`src/rtl/iir_pkg.sv`:
```
`default_nettype none
// ============================================================================
// Module   : iir_pkg
// Purpose  : Shared types and constants for the biquad coefficient loader.
// Revision : 1.0
// ============================================================================
package iir_pkg;

    localparam int              COEFF_W          = 16;
    localparam logic [15:0]     UNITY            = 16'h7FFF;
    localparam int              COEFFS_PER_STAGE = 5;
    localparam int              SLOT_W           = 3;

    typedef struct packed {
        logic [COEFF_W-1:0] b0;
        logic [COEFF_W-1:0] b1;
        logic [COEFF_W-1:0] b2;
        logic [COEFF_W-1:0] a1;
        logic [COEFF_W-1:0] a2;
    } coeff_set_t;

    typedef enum logic [1:0] {
        IDLE    = 2'd0,
        LOAD    = 2'd1,
        PENDING = 2'd2
    } loader_state_t;

endpackage
`default_nettype wire

```
`src/rtl/iir_coeff_bank.sv`:
```
`default_nettype none
// ============================================================================
// Module   : iir_coeff_bank
// Purpose  : Shadow/active coefficient register pair for one biquad stage.
// Revision : 1.0
// ============================================================================
module iir_coeff_bank #(
    parameter int                 COEFF_W = iir_pkg::COEFF_W,
    parameter logic [COEFF_W-1:0] UNITY   = iir_pkg::UNITY
) (
    input  logic                          clk,
    input  logic                          rst,
    input  logic                          i_wr_en,
    input  logic [iir_pkg::SLOT_W-1:0]    i_wr_slot,
    input  logic [COEFF_W-1:0]            i_wr_data,
    input  logic                          i_commit,
    output logic [COEFF_W-1:0]            o_b0,
    output logic [COEFF_W-1:0]            o_b1,
    output logic [COEFF_W-1:0]            o_b2,
    output logic [COEFF_W-1:0]            o_a1,
    output logic [COEFF_W-1:0]            o_a2
);
    import iir_pkg::*;

    localparam int C_SLOTS = COEFFS_PER_STAGE;
    // Slot 0 (b0) resets to unity so an unconfigured stage passes audio through.
    localparam logic [C_SLOTS-1:0][COEFF_W-1:0] C_RESET_SET =
        {{((C_SLOTS-1)*COEFF_W){1'b0}}, UNITY};

    logic [C_SLOTS-1:0][COEFF_W-1:0] r_shadow_q;
    logic [C_SLOTS-1:0][COEFF_W-1:0] w_shadow_d;
    logic [C_SLOTS-1:0][COEFF_W-1:0] r_active_q;
    logic [C_SLOTS-1:0][COEFF_W-1:0] w_active_d;

    always_comb begin
        w_shadow_d = r_shadow_q;
        w_active_d = r_active_q;
        if (i_wr_en) begin
            w_shadow_d[i_wr_slot] = i_wr_data;
        end
        if (i_commit) begin
            w_active_d = r_shadow_q;
        end
    end

    always_ff @(posedge clk) begin
        if (rst) begin
            r_shadow_q <= C_RESET_SET;
            r_active_q <= C_RESET_SET;
        end else begin
            r_shadow_q <= w_shadow_d;
            r_active_q <= w_active_d;
        end
    end

    assign o_b0 = r_active_q[0];
    assign o_b1 = r_active_q[1];
    assign o_b2 = r_active_q[2];
    assign o_a1 = r_active_q[3];
    assign o_a2 = r_active_q[4];

endmodule
`default_nettype wire

```
`src/rtl/iir_coeff_loader.sv`:
```
`default_nettype none
// ============================================================================
// Module   : iir_coeff_loader
// Purpose  : Word-serial coefficient loader with atomic sample-aligned commit.
// Revision : 1.0
// ============================================================================
module iir_coeff_loader #(
    parameter int                 NUM_STAGES = 2,
    parameter int                 COEFF_W    = iir_pkg::COEFF_W,
    parameter logic [COEFF_W-1:0] UNITY      = iir_pkg::UNITY
) (
    input  logic                           clk,
    input  logic                           rst,
    input  logic                           cfg_valid,
    output logic                           cfg_ready,
    input  logic [COEFF_W-1:0]             cfg_data,
    input  logic                           cfg_last,
    input  logic                           cfg_abort,
    input  logic                           sample_tick,
    output logic [NUM_STAGES*COEFF_W-1:0]  coeff_b0,
    output logic [NUM_STAGES*COEFF_W-1:0]  coeff_b1,
    output logic [NUM_STAGES*COEFF_W-1:0]  coeff_b2,
    output logic [NUM_STAGES*COEFF_W-1:0]  coeff_a1,
    output logic [NUM_STAGES*COEFF_W-1:0]  coeff_a2,
    output logic                           pending,
    output logic                           commit_done,
    output logic                           load_err
);
    import iir_pkg::*;

    localparam int                    C_STAGE_W    = (NUM_STAGES > 1) ? $clog2(NUM_STAGES) : 1;
    localparam logic [C_STAGE_W-1:0]  C_LAST_STAGE = C_STAGE_W'(NUM_STAGES - 1);
    localparam logic [SLOT_W-1:0]     C_LAST_SLOT  = SLOT_W'(COEFFS_PER_STAGE - 1);

    loader_state_t           r_state_q, w_state_d;
    // Word index kept as (stage, slot) so no divider is needed for addressing.
    logic [C_STAGE_W-1:0]    r_stage_q, w_stage_d;
    logic [SLOT_W-1:0]       r_slot_q,  w_slot_d;
    logic                    r_commit_done_q, w_commit_done_d;
    logic                    r_load_err_q,    w_load_err_d;
    logic                    w_wr_en;
    logic                    w_commit;
    logic                    w_last_idx;

    assign cfg_ready   = (r_state_q != PENDING) && !cfg_abort;
    assign pending     = (r_state_q == PENDING);
    assign commit_done = r_commit_done_q;
    assign load_err    = r_load_err_q;
    assign w_last_idx  = (r_stage_q == C_LAST_STAGE) && (r_slot_q == C_LAST_SLOT);

    always_comb begin
        w_state_d    = r_state_q;
        w_stage_d    = r_stage_q;
        w_slot_d     = r_slot_q;
        w_wr_en      = 1'b0;
        w_commit     = 1'b0;
        w_load_err_d = 1'b0;

        if (cfg_abort) begin
            if (r_state_q != IDLE) begin
                w_state_d = IDLE;
                w_stage_d = '0;
                w_slot_d  = '0;
            end
        end else begin
            case (r_state_q)
                IDLE, LOAD: begin
                    if (cfg_valid) begin
                        w_wr_en = 1'b1;
                        if (w_last_idx && cfg_last) begin
                            w_state_d = PENDING;
                            w_stage_d = '0;
                            w_slot_d  = '0;
                        end else if (w_last_idx || cfg_last) begin
                            // Short or over-long set: drop it, active bank untouched.
                            w_load_err_d = 1'b1;
                            w_state_d    = IDLE;
                            w_stage_d    = '0;
                            w_slot_d     = '0;
                        end else begin
                            w_state_d = LOAD;
                            if (r_slot_q == C_LAST_SLOT) begin
                                w_slot_d  = '0;
                                w_stage_d = r_stage_q + 1'b1;
                            end else begin
                                w_slot_d  = r_slot_q + 1'b1;
                            end
                        end
                    end
                end
                PENDING: begin
                    if (sample_tick) begin
                        w_commit  = 1'b1;
                        w_state_d = IDLE;
                    end
                end
                default: begin
                    w_state_d = IDLE;
                    w_stage_d = '0;
                    w_slot_d  = '0;
                end
            endcase
        end
        w_commit_done_d = w_commit;
    end

    always_ff @(posedge clk) begin
        if (rst) begin
            r_state_q       <= IDLE;
            r_stage_q       <= '0;
            r_slot_q        <= '0;
            r_commit_done_q <= 1'b0;
            r_load_err_q    <= 1'b0;
        end else begin
            r_state_q       <= w_state_d;
            r_stage_q       <= w_stage_d;
            r_slot_q        <= w_slot_d;
            r_commit_done_q <= w_commit_done_d;
            r_load_err_q    <= w_load_err_d;
        end
    end

    for (genvar s = 0; s < NUM_STAGES; s++) begin : g_stage
        iir_coeff_bank #(
            .COEFF_W (COEFF_W),
            .UNITY   (UNITY)
        ) u_bank (
            .clk       (clk),
            .rst       (rst),
            .i_wr_en   (w_wr_en && (r_stage_q == C_STAGE_W'(s))),
            .i_wr_slot (r_slot_q),
            .i_wr_data (cfg_data),
            .i_commit  (w_commit),
            .o_b0      (coeff_b0[s*COEFF_W +: COEFF_W]),
            .o_b1      (coeff_b1[s*COEFF_W +: COEFF_W]),
            .o_b2      (coeff_b2[s*COEFF_W +: COEFF_W]),
            .o_a1      (coeff_a1[s*COEFF_W +: COEFF_W]),
            .o_a2      (coeff_a2[s*COEFF_W +: COEFF_W])
        );
    end

endmodule
`default_nettype wire

```
`config.mk`:
```
export PLATFORM = sky130hd
export DESIGN_NAME = iir_coeff_loader
export DESIGN_NICKNAME = d
export VERILOG_FILES = /design/src/rtl/iir_pkg.sv /design/src/rtl/iir_coeff_bank.sv /design/src/rtl/iir_coeff_loader.sv
export SDC_FILE = /design/constraint.sdc
export NUM_CORES = 1
export LEC_CHECK = 0
export ABC_AREA = 1
export BUFFER_PORTS_ARGS = -buffer_cell sky130_fd_sc_hd__buf_2
export CAP_MARGIN = 20
export CORE_MARGIN = 4
export CORE_UTILIZATION = 60
export CTS_CLUSTER_DIAMETER = 200
export DETAILED_ROUTE_END_ITERATION = 10
export PLACE_DENSITY = 0.84
export REMOVE_ABC_BUFFERS = 1
export SLEW_MARGIN = 20
export SYNTH_ARGS = -nofsm -noshare
export SYNTH_HDL_FRONTEND = slang
export SYNTH_SLANG_ARGS = --single-unit
export TNS_END_PERCENT = 100
```
`constraint.sdc`:
```
create_clock -name clk -period 2.55 [get_ports clk]
set_input_delay 0.1275 -clock clk [delete_from_list [all_inputs] [get_ports clk]]
set_output_delay 0.1275 -clock clk [all_outputs]
set_load 0.01 [all_outputs]
```
Word level (Yosys, flattened, before mapping)
Cells that the tools add are included.
{"block": "word_totals", "in_bits": 22, "register_bits": 328}
{"block": "classes", "n_eq_ne": 9, "order_cmp": 2, "n_addsub": 2, "muxes": 32, "bitwise_logic": 3, "n_reduce_logical": 15}
{"cell": "$bwmux W80", "count": 2}
{"cell": "$demux W16 S3", "count": 1}
{"cell": "$mux W3", "count": 6}
{"cell": "$mux W16", "count": 1}
{"cell": "$mux W1", "count": 14}
{"cell": "$mux W2", "count": 5}
{"cell": "$logic_and A1 B1 Y1", "count": 6}
{"cell": "$ne A3 B3 Y1 const B", "count": 2}
{"cell": "$pmux W3 S2", "count": 1}
{"cell": "$reduce_and A3 Y1", "count": 2}
{"cell": "$ne A5 B5 Y1 const B", "count": 1}
{"cell": "$reduce_or A5 Y1", "count": 1}
{"cell": "$lt A3 B4 Y1 const B", "count": 1}
{"cell": "$ne A2 B2 Y1 const B", "count": 2}
{"cell": "$pmux W2 S2", "count": 1}
{"cell": "$reduce_and A4 Y1", "count": 1}
{"cell": "$add A3 B1 Y3 const B", "count": 1}
{"cell": "$eq A3 B3 Y1 const B", "count": 1}
{"cell": "$ge A3 B1 Y1 const B", "count": 1}
{"cell": "$not A1 Y1", "count": 3}
{"cell": "$eq A2 B1 Y1 const B", "count": 1}
{"cell": "$eq A2 B2 Y1 const B", "count": 1}
{"cell": "$logic_not A2 Y1", "count": 1}
{"cell": "$ne A2 B1 Y1 const B", "count": 1}
{"cell": "6 further kinds", "count": 6}

Depth between registers and ports, before layout
Gate-level depths: netlist of the first run.
{"block": "logic_depth", "ltp_word": 8, "ltp_mapped": 10}

Cells and area by module
A second synthesis of the first run with hierarchy kept.
{"block": "hier_totals", "cells_unflattened": 1664, "area_unflattened_um2": 12306.8}
{"mod": "iir_coeff_bank", "area_each_um2": 5893.2, "instances": 2, "cells_each": 794, "seq_area_each_um2": 3203.1}
{"mod": "iir_coeff_loader", "area_each_um2": 520.5, "instances": 1, "cells_each": 76, "seq_area_each_um2": 160.2}

Worst setup path after synthesis of the first run
OpenSTA, ideal clock, no wires.
{"block": "synth_timing", "path_type": "reg2reg", "from": "register r_state_q[1]", "to": "register g_stage[0].u_bank.r_active_q, in the netlist g_stage[0].u_bank.o_b1[10]", "period_less_slack_ps": 1395, "stages_incl_launch_ff": 10, "arrival_time_ps": 1280, "setup_ps": 116, "required_time_ps": 2434, "path_slack_ps": 1155, "n_path_buf": 2, "cell_sequence": "dfxtp_1 -> inv_2 -> nor2_8 -> nand2_4 -> inv_2 -> nand2_4 -> buf_6 -> clkbuf_2 -> o21ai_0 -> nor2_1"}
{"block": "synth_between", "elab_chain_cells": 3}
{"element": "start: declaration", "line_no": "iir_coeff_loader.sv:35", "source": "loader_state_t r_state_q, w_state_d;"}
{"element": "start signal: assignment", "line_no": "iir_coeff_loader.sv:115", "source": "r_state_q <= w_state_d;"}
{"element": "$eq A2 B2 Y1"}
{"element": "named net pending", "line_no": "iir_coeff_loader.sv:25", "source": "output logic pending,"}
{"element": "$mux W1", "line_no": "iir_coeff_loader.sv:66", "source": "case (r_state_q)"}
{"element": "$mux W1", "line_no": "iir_coeff_loader.sv:59", "source": "if (cfg_abort) begin"}
{"element": "end signal: assignment", "line_no": "iir_coeff_bank.sv:52", "source": "r_active_q <= w_active_d;"}
{"element": "end: declaration", "line_no": "iir_coeff_bank.sv:32", "source": "logic [C_SLOTS-1:0][COEFF_W-1:0] r_active_q;"}
The timed path passes the listed nets, and every way through them passes these cells.
A chain may end at the register's enable or synchronous reset.

Worst setup path after layout of the first run
{"block": "layout_timing", "from": "register r_state_q[1]", "to": "register g_stage[1].u_bank.r_active_q, in the netlist g_stage[1].u_bank.o_b2[8]"}
{"block": "layout_between", "elab_chain_cells": 3}
{"element": "$eq A2 B2 Y1", "line_no": "iir_coeff_loader.sv:66"}
{"element": "$mux W1", "line_no": "iir_coeff_loader.sv:66"}
{"element": "$mux W1", "line_no": "iir_coeff_loader.sv:59"}
{"element": "end signal: assignment", "line_no": "iir_coeff_bank.sv:52"}
{"element": "end: declaration", "line_no": "iir_coeff_bank.sv:32"}
Every way passes these cells.

==> results of run 1 <==
## cell usage in the layout (no fill, tap or decap), types with 7 or more instances in the layout
master and n:
buf_2 185, inv_2 11, clkbuf_8 7, buf_4 12
o21ai_1 14, nor2_1 534, o21ai_0 243, nand2_1 183
nand3_1 72, inv_1 25, clkbuf_1 7, clkbuf_16 31
dfxtp_1 328
## logic make-up (layout without fill, tap and decap cells)
group / count (synthesis) / count (layout)
compound gates: 261 / 261
buf+inv: 147 / 292
flops: 328 / 328
fa+ha+maj: 2 / 2
simple gates: 803 / 803
## registers in the layout (all words and copies together) (netlist names), 2 cells and up
name	cells
g_stage.u_bank.o_a2	32
r_state_q	2
g_stage.u_bank.o_b2	32
g_stage.u_bank.o_a1	32
g_stage.u_bank.o_b0	32
g_stage.u_bank.r_shadow_q	160
r_slot_q	3
g_stage.u_bank.o_b1	32
## power by group through the flow
stage	Sequential (mW)	Clock, mW	Combinational, mW
3_3_place_gp	5.44	0	0.715
4_1_cts	5.33	4.27	0.746
6_report	5.34	4.21	0.750
3_5_place_dp	5.45	0	0.733
2_1_floorplan	5.47	0	0.447
5_1_grt	5.35	4.47	0.839
## area by class of cell
| type | instances | area share |
|---|---|---|
| Multi-Input combinational cell | 1066 | 0.332 |
| Clock buffer | 45 | 0.0660 |
| Tap cell | 265 | 0.0244 |
| Sequential cell | 328 | 0.483 |
| Inverter | 38 | 0.0114 |
| Timing Repair Buffer | 204 | 0.0820 |
| Clock inverter | 5 | 0.00184 |
## layer usage
layer | GRT usage | share of wire | wire length, um | up-vias
met4 | 0.110 | 0.045 | 1320 | 0
met1 | 0.339 | 0.41 | 12000 | 4637
met5 | 0 | 0 | 0 | -
met3 | 0.0369 | 0.077 | 2260 | 96
li1 | - | - | - | 5134
met2 | 0.425 | 0.47 | 13600 | 402
## stage by stage
stage | power (mW) | hold slack [ns] | setup WS [ns]
floorplan | 5.92 | 0.200 | -2.14
global placement | 6.16 | 0.430 | 0.660
detailed placement | 6.18 | 0.436 | 0.558
CTS | 10.3 | 0.00511 | 0.494
global route | 10.7 | 0.0164 | 0.321
finish | 10.3 | 0.0190 | 0.464
## worst paths after layout
path / to / cells past startpoint
worst max-delay path: g_stage[1].u_bank.o_b2[8]$_SDFFE_PP0P_ / 9
worst min-delay path: g_stage[0].u_bank.r_shadow_q[14]$_SDFFE_PP1P_ / 3
worst max register to register: g_stage[1].u_bank.o_b2[8]$_SDFFE_PP0P_ / 9
worst min register to register: g_stage[0].u_bank.o_b0[2]$_SDFFE_PP1P_ / 2
## worst max-delay path, delay by kind of cell (launching register included)
kind,cells,cell delay [ns]
buffers and inverters,4,0.93
AND/OR/NAND/NOR,5,0.64
flip-flops,1,0.39
## timing repair
item                                   4_1_cts  5_1_grt
hold buffers                                 4        0
endpoints found under the hold margin        8        0
gates resized for setup                      0        0
==> results.toml, run 1 <==
[synth]
synth_most_common_cell = "nor2_1"
synth_commonest_cells = "nor2_1, dfxtp_1, o21ai_0"
synth_warnings = 0
syn_area_per_cell_um2 = 7.66
synthCells = 1541
synth-xor-area-share = 0
synth_mux_area_frac = 0
synth-simple-area-share = 0.270
synth_top_family_by_area = "simple AND/OR/NAND/NOR gates"
ys.flop_type = "dfxtp_1"
synth_edf_count = 0
synth-seq-cells = 328
synth-seq-area-share = 0.556
synth_fa_ha_area_frac = 0.00212
synthTopCellsByArea = "dfxtp_1, nor2_1, o21ai_0"
ys_types = 24
synth_top_area_share = 0.556
synth_top_area_cell = "dfxtp_1"
syn-cell-area_um2 = 11800
synth-compound-area-share = 0.111
async_reset_ff_frac = 0

[power_and_ir_drop]
pwr_density_cell_nw_per_um2 = 757
p_clk_frac = 0.409
peakVddDrop_mv = 0.498
p_sw_mw = 2.40
swShare = 0.233
p_int_mw = 7.90
p_leak_nw = 5.82
p_seq_frac = 0.518
p_comb_frac = 0.073

[worst_setup_path]
startpoint_type = "flip-flop"
critical_path_peak_fanout = 46
startpoint = "r_state_q[1]$_SDFFE_PP0P_"
critical_path_arrival_ns = 2.55
cp_cell_sequence = "inv_2, nor2_8, nand2_4, inv_2, nand2_4, inv_6, buf_4, nor2_1, nor2_1"
ff2ff_setup_slack_ns = 0.46
critPathSlowestCell = "inv_6"
crit_path_end_kind = "flip-flop"
max_stage_delay_ns = 0.41
r2r_start = "r_state_q[1]$_SDFFE_PP0P_"
worstPathRequired_ns = 3.01
path_class = "reg2reg"

[place]
placed_cells = 1897
portBuffers = 185
dpl_cell_area_um2 = 12600
gp_congestion = 0.798
dp_hpwl_mm = 18.1

[sta]
rsz0062_at_grt = "false"
setup_viol = 0
final.setup.tns_ns = 0
post-route-period-util = 0.818
finalHoldViolCount = 0
worstMarginPinSlew_ns = 0.685
finalCriticalPeriod_ns = 2.09
slew_violations = 0
relSlewSlack = 0.542
fin_skew_ns = 0.00908
fmax_mhz = 479

[global_route]
overflow = 0
grt_first_pass_wirelength_mm = 46.6
grt_usage = 0.257
grt_start_max_net_pins = 123
grt_pass1_vias = 9384
antenna_found_initial = 0

[cells_and_area]
area_delta_synth_final_pct = 15.2
regArea_um2 = 6570
drive_gt1_frac = 0.157
diodes = 0
nets = 1693
final_cell_area_um2 = 13600
final_cells = 1951
fillers = 1546
multiInputGateArea_um2 = 4510
final_util = 0.701

[detailed_routing]
first_pass_iters = 6
final_antenna_net_count = 0
route.vias.total = 10300
drt_wl_total_mm = 29.3
drt_iter0_markers = 846
vias_per_cell = 5.26
wl_per_cell_um = 15.0
drc = 0

[floorplanning]
design.core.area_um2 = 19400
rows = 51
ioPinCount = 186
die_h_um = 148
die_area_um2 = 22000
die_w_um = 148
start_util = 0.609

[clock_network]
clock_latency_ns = 0.54
clk_path_buf_depth = 3
numCtsBuffers = 31
cts-root-buf = "clkbuf_16"
htreeDepth = 1
post-cts-setup-buffers = 0
cts_tree = "yes"
clkTransAtPathRegs_ns = 0.06
cts_sinks = 328

[outcome]
status = "finished, final reports clean"

[run]
drv_cap = 0

[hold_path]
holdCritPathClass = "in2reg"
min_from = "cfg_data[14]"
Power figures use the tool's default switching activity.
==> run 2, diff against run 1 <==
CORE_UTILIZATION = 56   (was 60)
PLACE_DENSITY = 0.79   (was 0.84)
clock period = 2.2 ns   (was 2.55 ns; I/O delays follow)
==> results.toml, run 2 (same netlist as run 1, synthesis figures left out) <==
[sta]
fin_skew_ns = 0.0156
finalWorstSetupSlack_ns = 0.221
finalHoldViolCount = 0
finalCriticalPeriod_ns = 1.98
relSlewSlack = 0.386
post-route-period-util = 0.900
slew_violations = 0
setup_viol = 0
rsz0062_at_grt = "false"
worstMarginPinSlew_ns = 0.921
fmax_mhz = 505

[cells_and_area]
final_util = 0.679
top_register = "g_stage.u_bank.r_shadow_q"
final_cells = 1969
layout_commonest_cell = "nor2_1"
drive_gt1_frac = 0.162
nets = 1698
area_delta_synth_final_pct = 17.8
largest_reg_flops = 160
final_cell_mix = "nor2_1, dfxtp_1, o21ai_0"
diodes = 0
final_cell_area_um2 = 13900

[worst_setup_path]
critical_path_arrival_ns = 2.42
path_class = "reg2reg"
max_stage_delay_ns = 0.67
critPathSlowestCell = "buf_4"
crit_path_end_kind = "flip-flop"
startpoint_type = "flip-flop"
critical_path_peak_fanout = 92
worstPathRequired_ns = 2.64
cp_cell_sequence = "inv_2, nor2_8, nand2_4, inv_2, nand2_4, buf_4, o21ai_0, nor2_1"

[place]
placed_cells = 1906
dp_hpwl_mm = 18.5
gp_congestion = 0.843
portBuffers = 185
place_worst_setup_slack_ns = 0.329
dpl_cell_area_um2 = 12700

[clock_network]
cts_sinks = 328
ctsHoldBuffers = 2
post_cts_resized = 0
cts-root-buf = "clkbuf_16"
clock_latency_ns = 0.51
numCtsBuffers = 34
clkTransAtPathRegs_ns = 0.06
clk_path_buf_depth = 3
post-cts-setup-buffers = 0
cts_tree = "yes"
htreeDepth = 2

[hold_path]
holdCritPathClass = "in2reg"

[floorplanning]
rows = 52
design.core.area_um2 = 20500
die_w_um = 153
die_h_um = 153
ioPinCount = 186
start_util = 0.576
die_area_um2 = 23500

[outcome]
status = "finished, final reports clean"

[global_route]
overflow = 0
grt_start_max_net_pins = 122
grt_first_pass_wirelength_mm = 48.8
grt_pass1_vias = 9484
grt_usage = 0.253
antenna_found_initial = 1

[power_and_ir_drop]
p_clk_frac = 0.452
p_leak_nw = 5.96
peakVddDrop_mv = 0.630
pwr_density_cell_nw_per_um2 = 928
p_sw_mw = 2.94
p_comb_frac = 0.069
swShare = 0.228
p_int_mw = 9.97
p_seq_frac = 0.479

[detailed_routing]
wl_per_cell_um = 15.6
drt_wl_total_mm = 30.7
vias_per_cell = 5.20
route.vias.total = 10200
drc = 0
drt_iter0_markers = 767
final_antenna_net_count = 0
first_pass_iters = 5

[run]
drv_cap = 0
[run 2: cell types whose count changed in the layout (fill, tap and decap cells not counted), moves of 2 or more]
cell	before	now
clkbuf_1	7	12
clkbuf_16	31	37
buf_12	3	8
bufinv_16	0	2
clkinv_2	5	2
dlygate4sd3_1	4	2
[run 2: metrics by stage]
step | TNS, ns | hold WS (ns) | total power [mW]
floorplan | -765.76 | 0.182 | 6.86
detailed placement | 0 | 0.416 | 7.19
global route | 0 | 0.0362 | 13.4
global placement | 0 | 0.407 | 7.17
finish | 0 | 0.0464 | 12.9
CTS | 0 | 0.0292 | 13.0
[run 2: critical path: cells and delay by family, from the launching register on]
| kind | cells | cell delay, ns |
|---|---|---|
| compound gates | 1 | 0.21 |
| buf+inv | 3 | 0.87 |
| flops | 1 | 0.34 |
| simple gates | 4 | 0.37 |
[run 2: power by group through the flow]
stage | clock (mW) | sequential, mW | combinational (mW)
final | 5.83 | 6.19 | 0.893
after global routing | 6.15 | 6.20 | 1.00
after CTS | 5.89 | 6.18 | 0.890
after detailed placement | 0 | 6.31 | 0.877
after global placement | 0 | 6.31 | 0.858
after floorplan | 0 | 6.34 | 0.518
[run 2: layout make-up]
class                           instances  area, um^2
Multi-Input combinational cell       1066        4510
Fill cell                            1705        6580
Inverter                               38         155
Clock inverter                          4        70.1
Tap cell                              270         338
Timing Repair Buffer                  206        1190
Sequential cell                       328        6570
Clock buffer                           57        1080
[run 2: per-layer routing]
metal	wire length, um	track usage	part of all wire
met4	1090	0.0946	0.036
met5	0	0	0
met1	13000	0.335	0.42
met2	14500	0.418	0.47
met3	2160	0.0433	0.070
[run 2: final timing paths]
check                                                                  start                                endpoint  slack, ns  cells after the start
worst max-delay path                               r_state_q[1]$_SDFFE_PP0P_  g_stage[0].u_bank.o_b2[0]$_SDFFE_PP0P_       0.22                      8
worst min-delay path                                               cfg_valid                     load_err$_SDFF_PP0_       0.05                      5
worst max register to register                     r_state_q[1]$_SDFFE_PP0P_  g_stage[0].u_bank.o_b2[0]$_SDFFE_PP0P_       0.22                      8
worst min register to register  g_stage[0].u_bank.r_shadow_q[4]$_SDFFE_PP1P_  g_stage[0].u_bank.o_b0[4]$_SDFFE_PP1P_       0.45                      2
==> run 3, diff against run 2 <==
PLACE_DENSITY = 0.87   (was 0.79)
==> results.toml, run 3 (same netlist as run 1, synthesis figures left out) <==
[outcome]
status = "finished, final reports clean"

[sta]
setup_viol = 0
fmax_mhz = 557
finalWorstSetupSlack_ns = 0.404
final.setup.tns_ns = 0
slew_violations = 0
worstMarginPinSlew_ns = 0.674
post-route-period-util = 0.816
rsz0062_at_grt = "false"
fin_skew_ns = 0.00916
finalHoldViolCount = 0
relSlewSlack = 0.550
finalCriticalPeriod_ns = 1.80

[detailed_routing]
final_antenna_net_count = 0
first_pass_iters = 5
wl_per_cell_um = 15.4
route.vias.total = 10400
drt_wl_total_mm = 30.4
vias_per_cell = 5.30
drc = 0
drt_iter0_markers = 691

[clock_network]
cts-root-buf = "clkbuf_16"
clkTransAtPathRegs_ns = 0.06
clk_path_buf_depth = 3
cts_tree = "yes"
post-cts-setup-buffers = 0
cts_sinks = 328
numCtsBuffers = 34
clock_latency_ns = 0.50
htreeDepth = 2

[place]
portBuffers = 185
placed_cells = 1906
gp_congestion = 0.875
place_worst_setup_slack_ns = 0.417
dp_hpwl_mm = 19.1

[global_route]
grt_pass1_vias = 9721
overflow = 0
grt_first_pass_wirelength_mm = 48.6
grt_usage = 0.251
grt_start_max_net_pins = 94
antenna_found_initial = 0

[worst_setup_path]
startpoint_type = "flip-flop"
cp_cell_sequence = "nor2_4, nand2_2, nor2_1, nand2_1, inv_2, nor2_1, nor2_1"
crit_path_end_kind = "flip-flop"
cp_top_family = "simple AND/OR/NAND/NOR gates"
cpMostUsedCell = "nor2_1"
critical_path_arrival_ns = 2.23
path_class = "reg2reg"
critPathSlowestCell = "inv_2"
critical_path_peak_fanout = 17
reg2reg_depth = 7
worstPathRequired_ns = 2.64
ff2ff_setup_slack_ns = 0.40
r2r-end = "g_stage[0].u_bank.r_shadow_q[36]$_SDFFE_PP0P_"
cp_num_buf_inv = 1
max_stage_delay_ns = 0.39
r2r_start = "r_state_q[1]$_SDFFE_PP0P_"

[run]
drv_cap = 0

[floorplanning]
ioPinCount = 186
start_util = 0.576
die_w_um = 153
die_h_um = 153
die_area_um2 = 23500
rows = 52
design.core.area_um2 = 20500

[cells_and_area]
diodes = 0
area_delta_synth_final_pct = 17.7
final_util = 0.678
final_cells = 1967
layout_commonest_cell = "nor2_1"
top_register = "g_stage.u_bank.r_shadow_q"
nets = 1698
drive_gt1_frac = 0.164
largest_reg_flops = 160
final_cell_mix = "nor2_1, dfxtp_1, o21ai_0"

[hold_path]
holdCritPathClass = "in2reg"
min_from = "cfg_data[6]"
holdPathStages = 3
holdPathEnd = "g_stage[0].u_bank.r_shadow_q[6]$_SDFFE_PP1P_"

[power_and_ir_drop]
p_leak_nw = 5.96
p_total_mw = 13.0
pwr_density_cell_nw_per_um2 = 935
peakVddDrop_mv = 0.746
-- run 3: changes by cell type in the layout (fill, tap and decap cells not counted), sizes merged --
cell,delta
clkbuf,-7
bufinv,+2
inv,+2
clkinv,+1
-- run 3: worst max path at each step --
| stage | start | endpoint | slack, ns | cells after the start |
|---|---|---|---|---|
| floorplan | rst | load_err$_SDFF_PP0_ | -2.47 | 3 |
| global placement | r_slot_q[1]$_SDFFE_PP0P_ | g_stage[0].u_bank.r_shadow_q[38]$_SDFFE_PP0P_ | 0.45 | 6 |
| detailed placement | r_state_q[1]$_SDFFE_PP0P_ | g_stage[0].u_bank.r_shadow_q[18]$_SDFFE_PP0P_ | 0.42 | 7 |
| CTS | r_state_q[1]$_SDFFE_PP0P_ | g_stage[0].u_bank.r_shadow_q[18]$_SDFFE_PP0P_ | 0.41 | 7 |
| global route | r_state_q[1]$_SDFFE_PP0P_ | g_stage[0].u_bank.r_shadow_q[41]$_SDFFE_PP0P_ | 0.19 | 7 |
| finish | r_state_q[1]$_SDFFE_PP0P_ | g_stage[0].u_bank.r_shadow_q[36]$_SDFFE_PP0P_ | 0.40 | 7 |
-- run 3: metrics by stage --
stage | instance area [um^2] | hold WS [ns]
after floorplan | 11200 | 0.182
after global placement | 12700 | 0.418
after detailed placement | 12700 | 0.426
after CTS | 13900 | 0.0177
after global routing | 13900 | 0.0353
final | 13900 | 0.0339
-- run 3: layer usage --
layer,GRT usage,up-vias,share of wire
met5,0,-,0
met4,0.101,0,0.036
met3,0.0546,88,0.077
met2,0.426,412,0.48
met1,0.312,4794,0.41
li1,-,5140,-
-- run 3: power by group --
part / switching [mW] / total, mW / internal (mW)
Clock: 2.26 / 5.92 / 3.66
Sequential: 0.0897 / 6.19 / 6.10
Combinational: 0.603 / 0.892 / 0.290
-- run 3: cell type report --
class,count,area [um^2]
repair buffers,206,1160
flip-flops and latches,328,6570
fillers,1688,6600
inverters,38,153
multi-input cells,1066,4510
well taps,270,338
clock buffers,50,1010
clock inverters,9,153
-- run 3: worst min-delay path: stages --
cell and delay, ns:
buf_2 0.20, nand2_1 0.10, nand3_1 0.06
-- run 3: repair_timing --
action	in CTS	in global routing
gates resized for setup	0	0
hold buffers	2	0
hold endpoints to repair	4	0
